**src/rtl/counter_display_pkg.sv**
```systemverilog
// Shared types and constants for the counter display slice:
// converter FSM states and active-low 7-segment patterns {g,f,e,d,c,b,a}.
package counter_display_pkg;

  typedef enum logic [1:0] {
    ST_IDLE  = 2'd0,
    ST_SHIFT = 2'd1,
    ST_DONE  = 2'd2
  } conv_state_t;

  localparam logic [6:0] SEG_BLANK = 7'h7F;
  localparam logic [6:0] SEG_0     = 7'b1000000;
  localparam logic [6:0] SEG_1     = 7'b1111001;
  localparam logic [6:0] SEG_2     = 7'b0100100;
  localparam logic [6:0] SEG_3     = 7'b0110000;
  localparam logic [6:0] SEG_4     = 7'b0011001;
  localparam logic [6:0] SEG_5     = 7'b0010010;
  localparam logic [6:0] SEG_6     = 7'b0000010;
  localparam logic [6:0] SEG_7     = 7'b1111000;
  localparam logic [6:0] SEG_8     = 7'b0000000;
  localparam logic [6:0] SEG_9     = 7'b0010000;

  function automatic logic [6:0] seg_decode(input logic [3:0] d);
    logic [6:0] s;
    case (d)
      4'd0:    s = SEG_0;
      4'd1:    s = SEG_1;
      4'd2:    s = SEG_2;
      4'd3:    s = SEG_3;
      4'd4:    s = SEG_4;
      4'd5:    s = SEG_5;
      4'd6:    s = SEG_6;
      4'd7:    s = SEG_7;
      4'd8:    s = SEG_8;
      4'd9:    s = SEG_9;
      default: s = SEG_BLANK;
    endcase
    return s;
  endfunction

endpackage

```
**src/rtl/counter_display_if.sv**
```systemverilog
// Load/convert handshake between the counter datapath (master)
// and the display reader (slave).
interface counter_display_if #(
  parameter int WIDTH  = 16,
  parameter int DIGITS = 5
);
  logic [WIDTH-1:0]    value_in;
  logic                value_ld;
  logic                busy;
  logic                conv_done;
  logic [4*DIGITS-1:0] bcd_out;

  modport master (
    output value_in,
    output value_ld,
    input  busy,
    input  conv_done,
    input  bcd_out
  );

  modport slave (
    input  value_in,
    input  value_ld,
    output busy,
    output conv_done,
    output bcd_out
  );
endinterface

```
**src/rtl/counter_display_bin2bcd.sv**
```systemverilog
// Sequential shift-add-3 binary to packed-BCD converter.
// One iteration per clock; result committed only in DONE.
module bin2bcd
  import counter_display_pkg::*;
#(
  parameter int WIDTH  = 16,
  parameter int DIGITS = 5
) (
  input  logic                clk,
  input  logic                reset,
  input  logic                start,
  input  logic [WIDTH-1:0]    bin_in,
  output logic                busy,
  output logic                done,
  output logic [4*DIGITS-1:0] bcd
);

  localparam int CW = $clog2(WIDTH + 1);
  localparam int BW = 4 * DIGITS;

  conv_state_t   state;
  conv_state_t   next_state;
  logic [CW-1:0] cnt;
  logic [WIDTH-1:0] bin_sr;
  logic [BW-1:0] scratch;
  logic [BW-1:0] adj;
  logic          load;
  logic          step;
  logic          commit;

  always_ff @(posedge clk) begin
    if (reset) state <= ST_IDLE;
    else       state <= next_state;
  end

  always_comb begin
    next_state = state;
    load       = 1'b0;
    step       = 1'b0;
    commit     = 1'b0;
    busy       = (state != ST_IDLE);
    unique case (state)
      ST_IDLE: begin
        if (start) begin
          load       = 1'b1;
          next_state = ST_SHIFT;
        end
      end
      ST_SHIFT: begin
        step = 1'b1;
        if (cnt == CW'(WIDTH - 1))
          next_state = ST_DONE;
      end
      ST_DONE: begin
        commit     = 1'b1;
        next_state = ST_IDLE;
      end
      default: next_state = ST_IDLE;
    endcase
  end

  // add-3 correction precedes the shift within the same iteration
  always_comb begin
    adj = scratch;
    for (int i = 0; i < DIGITS; i++) begin
      if (scratch[4*i +: 4] >= 4'd5)
        adj[4*i +: 4] = scratch[4*i +: 4] + 4'd3;
    end
  end

  always_ff @(posedge clk) begin
    if (reset) begin
      cnt     <= '0;
      bin_sr  <= '0;
      scratch <= '0;
      bcd     <= '0;
      done    <= 1'b0;
    end else begin
      done <= commit;
      if (load) begin
        bin_sr  <= bin_in;
        scratch <= '0;
        cnt     <= '0;
      end else if (step) begin
        scratch <= {adj[BW-2:0], bin_sr[WIDTH-1]};
        bin_sr  <= {bin_sr[WIDTH-2:0], 1'b0};
        cnt     <= cnt + 1'b1;
      end
      if (commit)
        bcd <= scratch;
    end
  end

endmodule

```
**src/rtl/counter_display.sv**
```systemverilog
// Samples c_out, converts to BCD and scans an active-low 7-seg display.
// Optional LEADING_ZERO_BLANK_EN blanks zero digits above the leading one.
module counter_display
  import counter_display_pkg::*;
#(
  parameter int WIDTH       = 16,
  parameter int DIGITS      = 5,
  parameter int REFRESH_DIV = 50000
) (
  input  logic              clk,
  input  logic              reset,
  counter_display_if.slave  bus,
  output logic [DIGITS-1:0] an,
  output logic [6:0]        seg
);

  localparam int RW = (REFRESH_DIV > 1) ? $clog2(REFRESH_DIV) : 1;
  localparam int IW = (DIGITS > 1) ? $clog2(DIGITS) : 1;

  logic [RW-1:0]     ref_cnt;
  logic [IW-1:0]     idx;
  logic [3:0]        nibble;
  logic [DIGITS-1:0] blank;

  bin2bcd #(
    .WIDTH  (WIDTH),
    .DIGITS (DIGITS)
  ) u_bin2bcd (
    .clk    (clk),
    .reset  (reset),
    .start  (bus.value_ld),
    .bin_in (bus.value_in),
    .busy   (bus.busy),
    .done   (bus.conv_done),
    .bcd    (bus.bcd_out)
  );

  always_ff @(posedge clk) begin
    if (reset) begin
      ref_cnt <= '0;
      idx     <= '0;
    end else if (ref_cnt == RW'(REFRESH_DIV - 1)) begin
      ref_cnt <= '0;
      if (idx == IW'(DIGITS - 1)) idx <= '0;
      else                        idx <= idx + 1'b1;
    end else begin
      ref_cnt <= ref_cnt + 1'b1;
    end
  end

`ifdef LEADING_ZERO_BLANK_EN
  always_comb begin
    logic zero_above;
    zero_above = 1'b1;
    blank      = '0;
    for (int i = DIGITS - 1; i > 0; i--) begin
      zero_above = zero_above && (bus.bcd_out[4*i +: 4] == 4'd0);
      blank[i]   = zero_above;
    end
  end
`else
  assign blank = '0;
`endif

  // an and seg are both decoded from idx, so they switch together
  always_comb begin
    nibble = bus.bcd_out[4*int'(idx) +: 4];
    an     = ~(DIGITS'(1) << idx);
    seg    = blank[idx] ? SEG_BLANK : seg_decode(nibble);
  end

endmodule

```
**src/flat_wrapper.sv**
```systemverilog
// flat-port wrapper written by rule: the top's interface ports become plain ports
module counter_display_flat import counter_display_pkg::*;
#(
  parameter int WIDTH       = 16,
  parameter int DIGITS      = 5,
  parameter int REFRESH_DIV = 50000
)
  (clk, reset, an, seg, bus_value_in, bus_value_ld, bus_busy, bus_conv_done, bus_bcd_out);
  counter_display_if #(.WIDTH(WIDTH), .DIGITS(DIGITS)) bus_i ();
  input  logic clk;
  input  logic reset;
  output logic [DIGITS-1:0] an;
  output logic [6:0] seg;
  input wire logic [$bits(bus_i.value_in)-1:0] bus_value_in;
  input wire logic [$bits(bus_i.value_ld)-1:0] bus_value_ld;
  output wire logic [$bits(bus_i.busy)-1:0] bus_busy;
  output wire logic [$bits(bus_i.conv_done)-1:0] bus_conv_done;
  output wire logic [$bits(bus_i.bcd_out)-1:0] bus_bcd_out;
  assign bus_i.value_in = bus_value_in;
  assign bus_i.value_ld = bus_value_ld;
  assign bus_busy = bus_i.busy;
  assign bus_conv_done = bus_i.conv_done;
  assign bus_bcd_out = bus_i.bcd_out;
  counter_display #(.WIDTH(WIDTH), .DIGITS(DIGITS), .REFRESH_DIV(REFRESH_DIV)) u_core (.clk(clk), .reset(reset), .bus(bus_i), .an(an), .seg(seg));
endmodule
```
**config.mk**
```make
export PLATFORM = sky130hd
export DESIGN_NAME = counter_display_flat
export DESIGN_NICKNAME = d
export VERILOG_FILES = /design/src/rtl/counter_display_pkg.sv /design/src/rtl/counter_display_if.sv /design/src/rtl/counter_display_bin2bcd.sv /design/src/rtl/counter_display.sv /design/src/flat_wrapper.sv
export SDC_FILE = /design/constraint.sdc
export NUM_CORES = 1
export LEC_CHECK = 0
export ABC_AREA = 1
export BUFFER_PORTS_ARGS = -buffer_cell sky130_fd_sc_hd__buf_2
export CORE_ASPECT_RATIO = 0.9
export CORE_MARGIN = 2
export CORE_UTILIZATION = 55
export CTS_CLUSTER_DIAMETER = 150
export DETAILED_ROUTE_END_ITERATION = 12
export GPL_TIMING_DRIVEN = 0
export PLACE_DENSITY = 0.76
export SYNTH_ARGS = -nofsm -noshare
export SYNTH_HDL_FRONTEND = slang
export SYNTH_SLANG_ARGS = --single-unit
```
**constraint.sdc**
```tcl
create_clock -name clk -period 3.5 [get_ports clk]
set_input_delay 0.35 -clock clk [delete_from_list [all_inputs] [get_ports clk]]
set_output_delay 0.35 -clock clk [all_outputs]
set_load 0.02 [all_outputs]
```
==> results of run 1 <==
-- metrics by stage --
stage,power [mW],util (%)
floorplan,1.10,-
global placement,1.14,61.7
detailed placement,1.15,61.7
CTS,1.91,64.7
global route,1.98,64.7
finish,1.91,64.7
-- power by group through the flow --
stage | Clock (mW) | Combinational, mW | Sequential [mW]
after global routing | 0.832 | 0.155 | 0.991
after CTS | 0.786 | 0.138 | 0.987
after detailed placement | 0 | 0.138 | 1.01
after global placement | 0 | 0.135 | 1.01
final | 0.783 | 0.138 | 0.988
after floorplan | 0 | 0.0970 | 1.01
-- area by class of cell --
type | instances | area (sq um) | share of cell area, %
buffer | 19 | 95.1 | 1.96
clock buffer | 11 | 141 | 2.91
clock inverter | 5 | 85.1 | 1.75
inverter | 79 | 299 | 6.16
multi-input combinational | 403 | 2190 | 45.2
sequential | 83 | 1660 | 34.2
tap | 96 | 120 | 2.47
timing repair buffer | 52 | 260 | 5.36
-- sequential cells by signal, indices dropped and copies added (netlist names) --
name	flops
u_core.idx	3
u_core.u_bin2bcd.bin_sr	16
u_core.u_bin2bcd.bcd	20
u_core.u_bin2bcd.scratch	20
u_core.ref_cnt	16
u_core.u_bin2bcd.state	2
u_core.u_bin2bcd.done	1
u_core.u_bin2bcd.cnt	5
-- worst min path at each step --
stage,slack [ns],end,startpoint,cells after the start
finish,0.24,u_core.u_bin2bcd.bin_sr[0],bus_value_in[0],3
global route,0.24,u_core.u_bin2bcd.bin_sr[0],bus_value_in[0],3
CTS,0.24,u_core.u_bin2bcd.bin_sr[0],bus_value_in[0],3
detailed placement,0.45,u_core.ref_cnt[13],u_core.ref_cnt[13],2
global placement,0.45,u_core.u_bin2bcd.bin_sr[0],u_core.u_bin2bcd.bin_sr[0],2
floorplan,0.44,u_core.ref_cnt[13],u_core.ref_cnt[13],2
-- per-layer routing --
| metal | global-route usage, % | share of wire [%] | vias up |
|---|---|---|---|
| met2 | 38.6 | 46 | 100 |
| met3 | 5.22 | 4.9 | 9 |
| met5 | 0 | 0 | - |
| met4 | 5.12 | 0.74 | 0 |
| met1 | 30.3 | 48 | 1773 |
| li1 | - | - | 2023 |
-- synthesized netlist by cell type, types with 9 or more instances --
library cell / number / area (sq um)
nand2_1: 128 / 480
dfxtp_1: 83 / 1660
nor2_1: 40 / 150
inv_1: 67 / 251
o21ai_0: 45 / 225
a21oi_1: 42 / 210
xor2_1: 11 / 96.3
clkbuf_1: 11 / 41.3
ha_1: 23 / 288
inv_2: 11 / 41.3
a31oi_1: 15 / 93.8
nand3_1: 42 / 210
nor3_1: 9 / 45.0
-- critical path: cells and delay by family, from the launching register on --
| kind | cells | cell delay [ns] |
|---|---|---|
| buf+inv | 3 | 0.38 |
| simple gates | 6 | 0.68 |
| flops | 1 | 0.57 |
| fa+ha+maj | 1 | 0.20 |
-- kinds of logic after synthesis --
group | after synthesis | synth area share [%]
AND/OR/NAND/NOR | 252 | 27.6
XOR/XNOR | 11 | 2.27
adder cells (fa/ha/maj) | 23 | 6.77
buffers and inverters | 98 | 9.27
flip-flops | 83 | 39.1
AO/OA/AOI/OAI | 117 | 15.0
==> results.toml, run 1 <==
[route]
dr.pass1.iters = 7
ant_nets = 0
post-route-drc-count = 0
viasPerCell = 5.22
wirelength_microns = 9500
wire_per_inst_microns = 12.7
dr_total_vias = 3905
drtIter0Drc = 172

[layout]
finalNetCount = 689
drive_above_1_share_pct = 17.5
finalInstanceArea_sq_um = 4860
syn_to_final_growth_pct = 14.3
final_common_cell = "nand2_1"
nFillCells = 687
layout_common_cells = "nand2_1, dfxtp_1, inv_1"
stdcell_count = 748
antenna_cells = 0

[clock_tree]
postCtsSetupBuffers = 0
cts_resized = 0
htree_num_levels = 3
cts_tree = "done"
postCtsHoldBufs = 0
root_buffer = "clkbuf_8"
cts_sinks = 83
clock_path_buffers = 2
clkTransAtPathRegs_ns = 0.09
insertion_delay_ns = 0.36
cts_buffers = 9

[grt]
grt_pass1_vias = 3516
grt_pass1_wl_microns = 16000
antenna_found_initial = 0
grt_max_degree = 15
grt_use_total_pct = 22.9
grt.overflow.total = 0

[setup_path]
cpMaxStageDelayCell = "dfxtp_1"
cp_slowest_stage_delay_ns = 0.57
critPathLaunch = "u_core.idx[1]"
r2r-start = "u_core.u_bin2bcd.scratch[5]"
r2r_slack_ns = 1.88
endpoint = "seg[3]"
worstPathMaxFanout = 8
arrival_ns = 2.18
rr_endpoint = "u_core.u_bin2bcd.scratch[5]"
crit_type = "reg -> out"
reg2regPathDepth = 8
end_kind = "output port"
worstPathCellList = "inv_2 -> nand3_1 -> nand3_1 -> nand2_2 -> inv_2 -> ha_1 -> nand3b_1 -> nand3_1 -> nand2_1 -> buf_2"
worst_path_most_repeated_cell = "nand3_1"
start_kind = "flip-flop"
required_ns = 3.15

[logic_synthesis]
yosys_warnings = 0
synth_cell_types = 33
syn_area_sq_um = 4250
syn_avg_cell_area_sq_um = 7.28
synth_edf_count = 0
synth-main-ff-cell = "dfxtp_1"
synth_seq_cells = 83
syn_inst = 584
async_flop_share_pct = 0
syn_nets = 626
ys_seq_area_share_pct = 39.1

[floorplan]
die_w_microns = 96.7
start_util_pct = 56.6
dieArea_sq_um = 8450
core_area_sq_um = 7510
rows = 30
io_pins = 53
fp.dieH_microns = 87.4

[placed_design]
dpl.hpwl_microns = 6950
place_congestion = 0.837
pre_cts_ws_ns = 1.39
port-buffer-count = 52
placed_area_sq_um = 4630
place_inst = 732

[timing]
fin_crit_sh_pct = 72.2
timing.fmax_mhz = 396
worst-slew-pin-transition_ns = 0.533
hold_violations = 0
rsz0062_at_grt = "false"
slew_viol_final = 0
setup_ws_ns = 0.974
finClkSkew_ns = 0.00922
slew_headroom_pct = 64.5
final.min_clock_period_ns = 2.53
setup_violations = 0
hold_ws_ns = 0.241
setup-tns-final_ns = 0

[power_and_ir_drop]
comb_power_share_pct = 7.2
switching_share_pct = 24.5
clkPwrFrac_pct = 41.0
power_density_nw_per_um2 = 393
ir_drop_mv = 0.274
p_sw_mw = 0.468
internal_power_mw = 1.44
power_frac_seq_pct = 51.7
leakage_nw = 2.19

[worst_hold_path]
hold_path_class = "in -> reg"

[job]
drv_cap = 0

[status]
outcome = "complete, no violations"
Note: power is estimated with default switching activity, not from simulation.
==> run 2, diff against run 1 <==
--- a/config.mk
+++ b/config.mk
@@ -9,7 +9,7 @@
 export BUFFER_PORTS_ARGS = -buffer_cell sky130_fd_sc_hd__buf_2
 export CORE_ASPECT_RATIO = 0.9
 export CORE_MARGIN = 2
-export CORE_UTILIZATION = 55
+export CORE_UTILIZATION = 52
 export CTS_CLUSTER_DIAMETER = 150
 export DETAILED_ROUTE_END_ITERATION = 12
 export GPL_TIMING_DRIVEN = 0
==> constraint.sdc (replaced) <==
create_clock -name clk -period 2.2 [get_ports clk]
set_input_delay 0.22 -clock clk [delete_from_list [all_inputs] [get_ports clk]]
set_output_delay 0.22 -clock clk [all_outputs]
set_load 0.02 [all_outputs]
==> run 2 against run 1 <==
Compared with the run above:
- the flow now finishes with violations (negative setup slack)
- setup slack got worse by 1.1 ns
- wire length increased by 10%
- sequential share of layout area shrank 1.4 points
- global-route usage decreased by 0.22 points
- first-iteration DRC count grew 51%
- critical path depth is 1 higher
- flip-flop and latch count stayed put
- critical path type unchanged
- largest cell class unchanged
==> results.toml, run 2 (synthesis results as in run 1) <==
[status]
outcome = "finished with violations"
violations = "negative setup slack"

[floorplan]
fp.dieH_microns = 89.8
dieArea_sq_um = 8910
core_area_sq_um = 7990
start_util_pct = 53.2
die_w_microns = 99.3
io_pins = 53
rows = 31

[clock_tree]
cts_sinks = 83
insertion_delay_ns = 0.35
cts_buffers = 9
clkTransAtPathRegs_ns = 0.08
htree_num_levels = 3
cts_tree = "done"
clock_path_buffers = 2
root_buffer = "clkbuf_8"

[placed_design]
pre_cts_ws_ns = 0.248
dpl.hpwl_microns = 7030
place_congestion = 0.849
placed_area_sq_um = 4630
place_inst = 735
port-buffer-count = 52

[route]
dr_total_vias = 4094
viasPerCell = 5.37
drtIter0Drc = 260
dr.pass1.iters = 5
wirelength_microns = 10500
ant_nets = 0
wire_per_inst_microns = 13.7
post-route-drc-count = 0

[setup_path]
required_ns = 1.98
arrival_ns = 2.08
worstPathMaxFanout = 5
start_kind = "flip-flop"
end_kind = "output port"
crit_type = "reg -> out"

[grt]
grt_max_degree = 14
grt_use_total_pct = 22.7
grt_pass1_wl_microns = 16800
antenna_found_initial = 0
grt_pass1_vias = 3784
grt.overflow.total = 0

[layout]
drive_above_1_share_pct = 21.4
antenna_cells = 0
finalNetCount = 700
nFillCells = 685
postLayoutCoreUtil_pct = 63.7
finalInstanceArea_sq_um = 5090
stdcell_count = 762
final_common_cell = "nand2_1"
layout_common_cells = "nand2_1, dfxtp_1, inv_1"
syn_to_final_growth_pct = 19.7
reg_top3 = "u_core.u_bin2bcd.bcd: 20 flops, u_core.u_bin2bcd.scratch: 20 flops"

[power_and_ir_drop]
power_density_nw_per_um2 = 568
switching_share_pct = 25.0
p_sw_mw = 0.723
power_frac_seq_pct = 54.4
leakage_nw = 2.27
power_mw = 2.89
ir_drop_mv = 0.379
comb_power_share_pct = 7.6
clkPwrFrac_pct = 38.0
internal_power_mw = 2.17

[timing]
slew_headroom_pct = 65.5
hold_violations = 0
setup_violations = 5
final.min_clock_period_ns = 2.30
timing.fmax_mhz = 434
rsz0062_at_grt = "true"
hold_ws_ns = 0.117
worst-slew-pin-transition_ns = 0.517
finClkSkew_ns = 0.0134
fin_crit_sh_pct = 105
slew_viol_final = 0
setup-tns-final_ns = -0.320
setup_ws_ns = -0.102

[job]
drv_cap = 0

[worst_hold_path]
hold_path_class = "in -> reg"
## run 2: cell count changes in the layout (fill, tap and decap cells not counted), moves of 4 or more
cell	previous run	this run
nand2_2	8	12
ha_1	23	19
inv_4	1	6
nand2_1	128	124
buf_2	56	49
buf_6	2	10
buf_4	1	9
## run 2: worst paths after layout
| path | startpoint | end | slack [ns] | cells past startpoint |
|---|---|---|---|---|
| max | u_core.idx[0] | seg[5] | -0.10 | 11 |
| min | bus_value_in[0] | u_core.u_bin2bcd.bin_sr[0] | 0.12 | 3 |
| max reg2reg | u_core.ref_cnt[0] | u_core.ref_cnt[15] | 0.61 | 9 |
| min reg2reg | u_core.u_bin2bcd.bin_sr[0] | u_core.u_bin2bcd.bin_sr[0] | 0.46 | 2 |
## run 2: area by class of cell
| class | count | area, sq um | share of cell area, % |
|---|---|---|---|
| clock inverter | 5 | 52.6 | 1.03 |
| clock buffer | 11 | 141 | 2.78 |
| buffer | 19 | 98.8 | 1.94 |
| timing repair buffer | 63 | 412 | 8.09 |
| sequential | 83 | 1670 | 32.8 |
| tap | 99 | 124 | 2.43 |
| multi-input combinational | 403 | 2280 | 44.8 |
| inverter | 79 | 312 | 6.12 |
## run 2: worst max-delay path, stage by stage (launching register included)
cell and delay, ns:
dfxtp_4 0.38, buf_8 0.13, nor3_4 0.26, nand2_1 0.11, nand2_2 0.13, buf_6 0.12, ha_4 0.12, inv_2 0.03
nand2_2 0.07, nand2_1 0.08, o21ai_2 0.16, buf_6 0.13
## run 2: repair_timing
item / in CTS / in global routing
hold buffers: 0 / 0
endpoints found under the hold margin: 0 / 0
pin swaps: 3 / 15
cloned: 0 / 1
gates resized for setup: 10 / 34
setup endpoints to repair: 5 / 6
setup buffers: 4 / 7
## run 2: metal layers
metal | routed length [microns] | up-vias | global-route usage [%]
li1 | - | 2048 | -
met1 | 4600 | 1873 | 29.5
met3 | 659 | 17 | 4.67
met2 | 5040 | 156 | 37.8
met4 | 155 | 0 | 7.08
met5 | 0 | - | 0
## run 2: power by group through the flow
stage	registers, mW	clock network [mW]	logic (mW)
global route	1.58	1.17	0.250
detailed placement	1.61	0	0.220
finish	1.57	1.10	0.220
CTS	1.57	1.12	0.220
floorplan	1.60	0	0.154
global placement	1.60	0	0.214
==> run 3, diff against run 2 <==
--- a/config.mk
+++ b/config.mk
@@ -14,6 +14,7 @@
 export DETAILED_ROUTE_END_ITERATION = 12
 export GPL_TIMING_DRIVEN = 0
 export PLACE_DENSITY = 0.76
+export SETUP_SLACK_MARGIN = 0.05
 export SYNTH_ARGS = -nofsm -noshare
 export SYNTH_HDL_FRONTEND = slang
 export SYNTH_SLANG_ARGS = --single-unit
==> run 3 against run 2 <==
Compared with the run above:
- the run still ends with negative setup slack left
- utilization shrank 0.52 points
- fmax grew 1.5%
- die area is the same
- sequential share of layout area grew 0.27 points
- flip-flop and latch count is the same
- clock power is essentially flat
- register-to-register slack is essentially flat
- final cell count is the same
- count of clock-buffer cells in the layout is the same
- setup slack gained 0.035 ns
- hold slack lost 0.00094 ns
- critical path type unchanged
- largest power group unchanged
- highest routed layer unchanged
==> results.toml, run 3 (synthesis results as in run 1) <==
[layout]
syn_to_final_growth_pct = 18.7
reg_top3 = "u_core.u_bin2bcd.bcd: 20 flops, u_core.u_bin2bcd.scratch: 20 flops"
drive_above_1_share_pct = 21.0
finalInstanceArea_sq_um = 5050
ff_latch_area_sq_um = 1670
antenna_cells = 0
finalNetCount = 700
layout_common_cells = "nand2_1, dfxtp_1, inv_1"
stdcell_count = 762
nFillCells = 694
multi_input_area_sq_um = 2250
final_common_cell = "nand2_1"

[clock_tree]
htree_num_levels = 3
cts_buffers = 9
cts_tree = "done"
clkTransAtPathRegs_ns = 0.08
postCtsHoldBufs = 0
insertion_delay_ns = 0.35
clock_path_buffers = 2
root_buffer = "clkbuf_8"
cts_sinks = 83

[route]
wire_per_inst_microns = 13.5
post-route-drc-count = 0
drtIter0Drc = 238
dr_total_vias = 4080
wirelength_microns = 10300
ant_nets = 0
dr.pass1.iters = 7
viasPerCell = 5.35

[floorplan]
core_area_sq_um = 7990
start_util_pct = 53.2
io_pins = 53
dieArea_sq_um = 8910
fp.dieH_microns = 89.8
rows = 31
die_w_microns = 99.3

[placed_design]
place_inst = 735
dpl.hpwl_microns = 7030
placed_area_sq_um = 4630
port-buffer-count = 52
place_congestion = 0.849
pre_cts_ws_ns = 0.248

[setup_path]
worstPathMaxFanout = 5
reg2regPathDepth = 8
end_kind = "output port"
start_kind = "flip-flop"
arrival_ns = 2.05
crit_type = "reg -> out"
required_ns = 1.98

[worst_hold_path]
hold_path_class = "in -> reg"
worstHoldPathCells = 3

[grt]
grt_pass1_wl_microns = 16900
grt_use_total_pct = 22.8
grt_max_degree = 14
grt.overflow.total = 0
antenna_found_initial = 0
grt_pass1_vias = 3787

[timing]
setup_violations = 7
worst-slew-pin-transition_ns = 0.514
timing.fmax_mhz = 441
finClkSkew_ns = 0.0114
fin_crit_sh_pct = 103
hold_violations = 0
slew_viol_final = 0
rsz0062_at_grt = "true"
final.min_clock_period_ns = 2.27
slew_headroom_pct = 65.7
setup_ws_ns = -0.0674

[power_and_ir_drop]
power_density_nw_per_um2 = 571
switching_share_pct = 24.9
clkPwrFrac_pct = 37.8
ir_drop_mv = 0.380
power_frac_seq_pct = 54.5
comb_power_share_pct = 7.7
leakage_nw = 2.25
internal_power_mw = 2.17
p_sw_mw = 0.717

[status]
violations = "negative setup slack"
outcome = "finished with violations"

[job]
drv_cap = 0
==> run 3: cell types whose count changed in the layout (fill, tap and decap cells not counted) <==
cell / delta
nand3_1: +3
buf_4: +2
buf_6: -2
nand3_2: -2
inv_2: +1
inv_4: -1
nand2_4: +1
nand2_8: -1
nand3_4: -1
==> run 3: per-stage QoR <==
stage / power, mW / util (%) / TNS (ns) / hold slack (ns)
after floorplan: 1.75 / - / 0 / 0.368
after global placement: 1.82 / 58.0 / 0 / 0.448
after detailed placement: 1.83 / 58.0 / 0 / 0.452
after CTS: 2.91 / 61.3 / 0 / 0.112
after global routing: 3.00 / 63.2 / -0.822 / 0.114
final: 2.88 / 63.2 / -0.241 / 0.116
==> run 3: power by group through the flow <==
stage | Combinational, mW | Sequential [mW] | Clock [mW]
finish | 0.221 | 1.57 | 1.09
global placement | 0.214 | 1.60 | 0
floorplan | 0.154 | 1.60 | 0
CTS | 0.220 | 1.57 | 1.12
global route | 0.249 | 1.58 | 1.17
detailed placement | 0.220 | 1.61 | 0
==> run 3: cell type report <==
| type | count | share of cell area (%) |
|---|---|---|
| multi-input combinational | 403 | 44.6 |
| sequential | 83 | 33.1 |
| timing repair buffer | 63 | 8.01 |
| inverter | 79 | 6.12 |
| clock buffer | 11 | 2.80 |
| tap | 99 | 2.45 |
| buffer | 19 | 1.96 |
| clock inverter | 5 | 1.04 |
==> run 3: path summary, 6_finish.rpt <==
kind                                start                           end  slack [ns]
max                         u_core.idx[0]                        seg[3]       -0.07
min                       bus_value_in[0]    u_core.u_bin2bcd.bin_sr[0]        0.12
max reg2reg  u_core.u_bin2bcd.scratch[12]  u_core.u_bin2bcd.scratch[13]        0.62
min reg2reg    u_core.u_bin2bcd.bin_sr[0]    u_core.u_bin2bcd.bin_sr[0]        0.46
==> run 3: layer usage <==
layer  global-route usage [%]  share of wire [%]
met4                     7.08                1.4
met2                     38.0                 48
met5                        0                  0
met1                     29.7                 44
met3                     4.67                5.8
==> run 3: worst max-delay path: stages, from the launching register on <==
cell      delay (ns)
dfxtp_4         0.38
buf_8           0.13
nor3_4          0.24
nand2_1         0.10
nand2_2         0.15
inv_4           0.07
ha_4            0.16
nand3b_1        0.18
nand3_1         0.10
nand2_1         0.06
buf_6           0.13
==> run 3: what timing repair did <==
item,4_1_cts,5_1_grt
pin swaps,10,11
buffers inserted,4,6
endpoints found under the setup margin,6,7
cloned,0,1
gates resized for setup,16,20
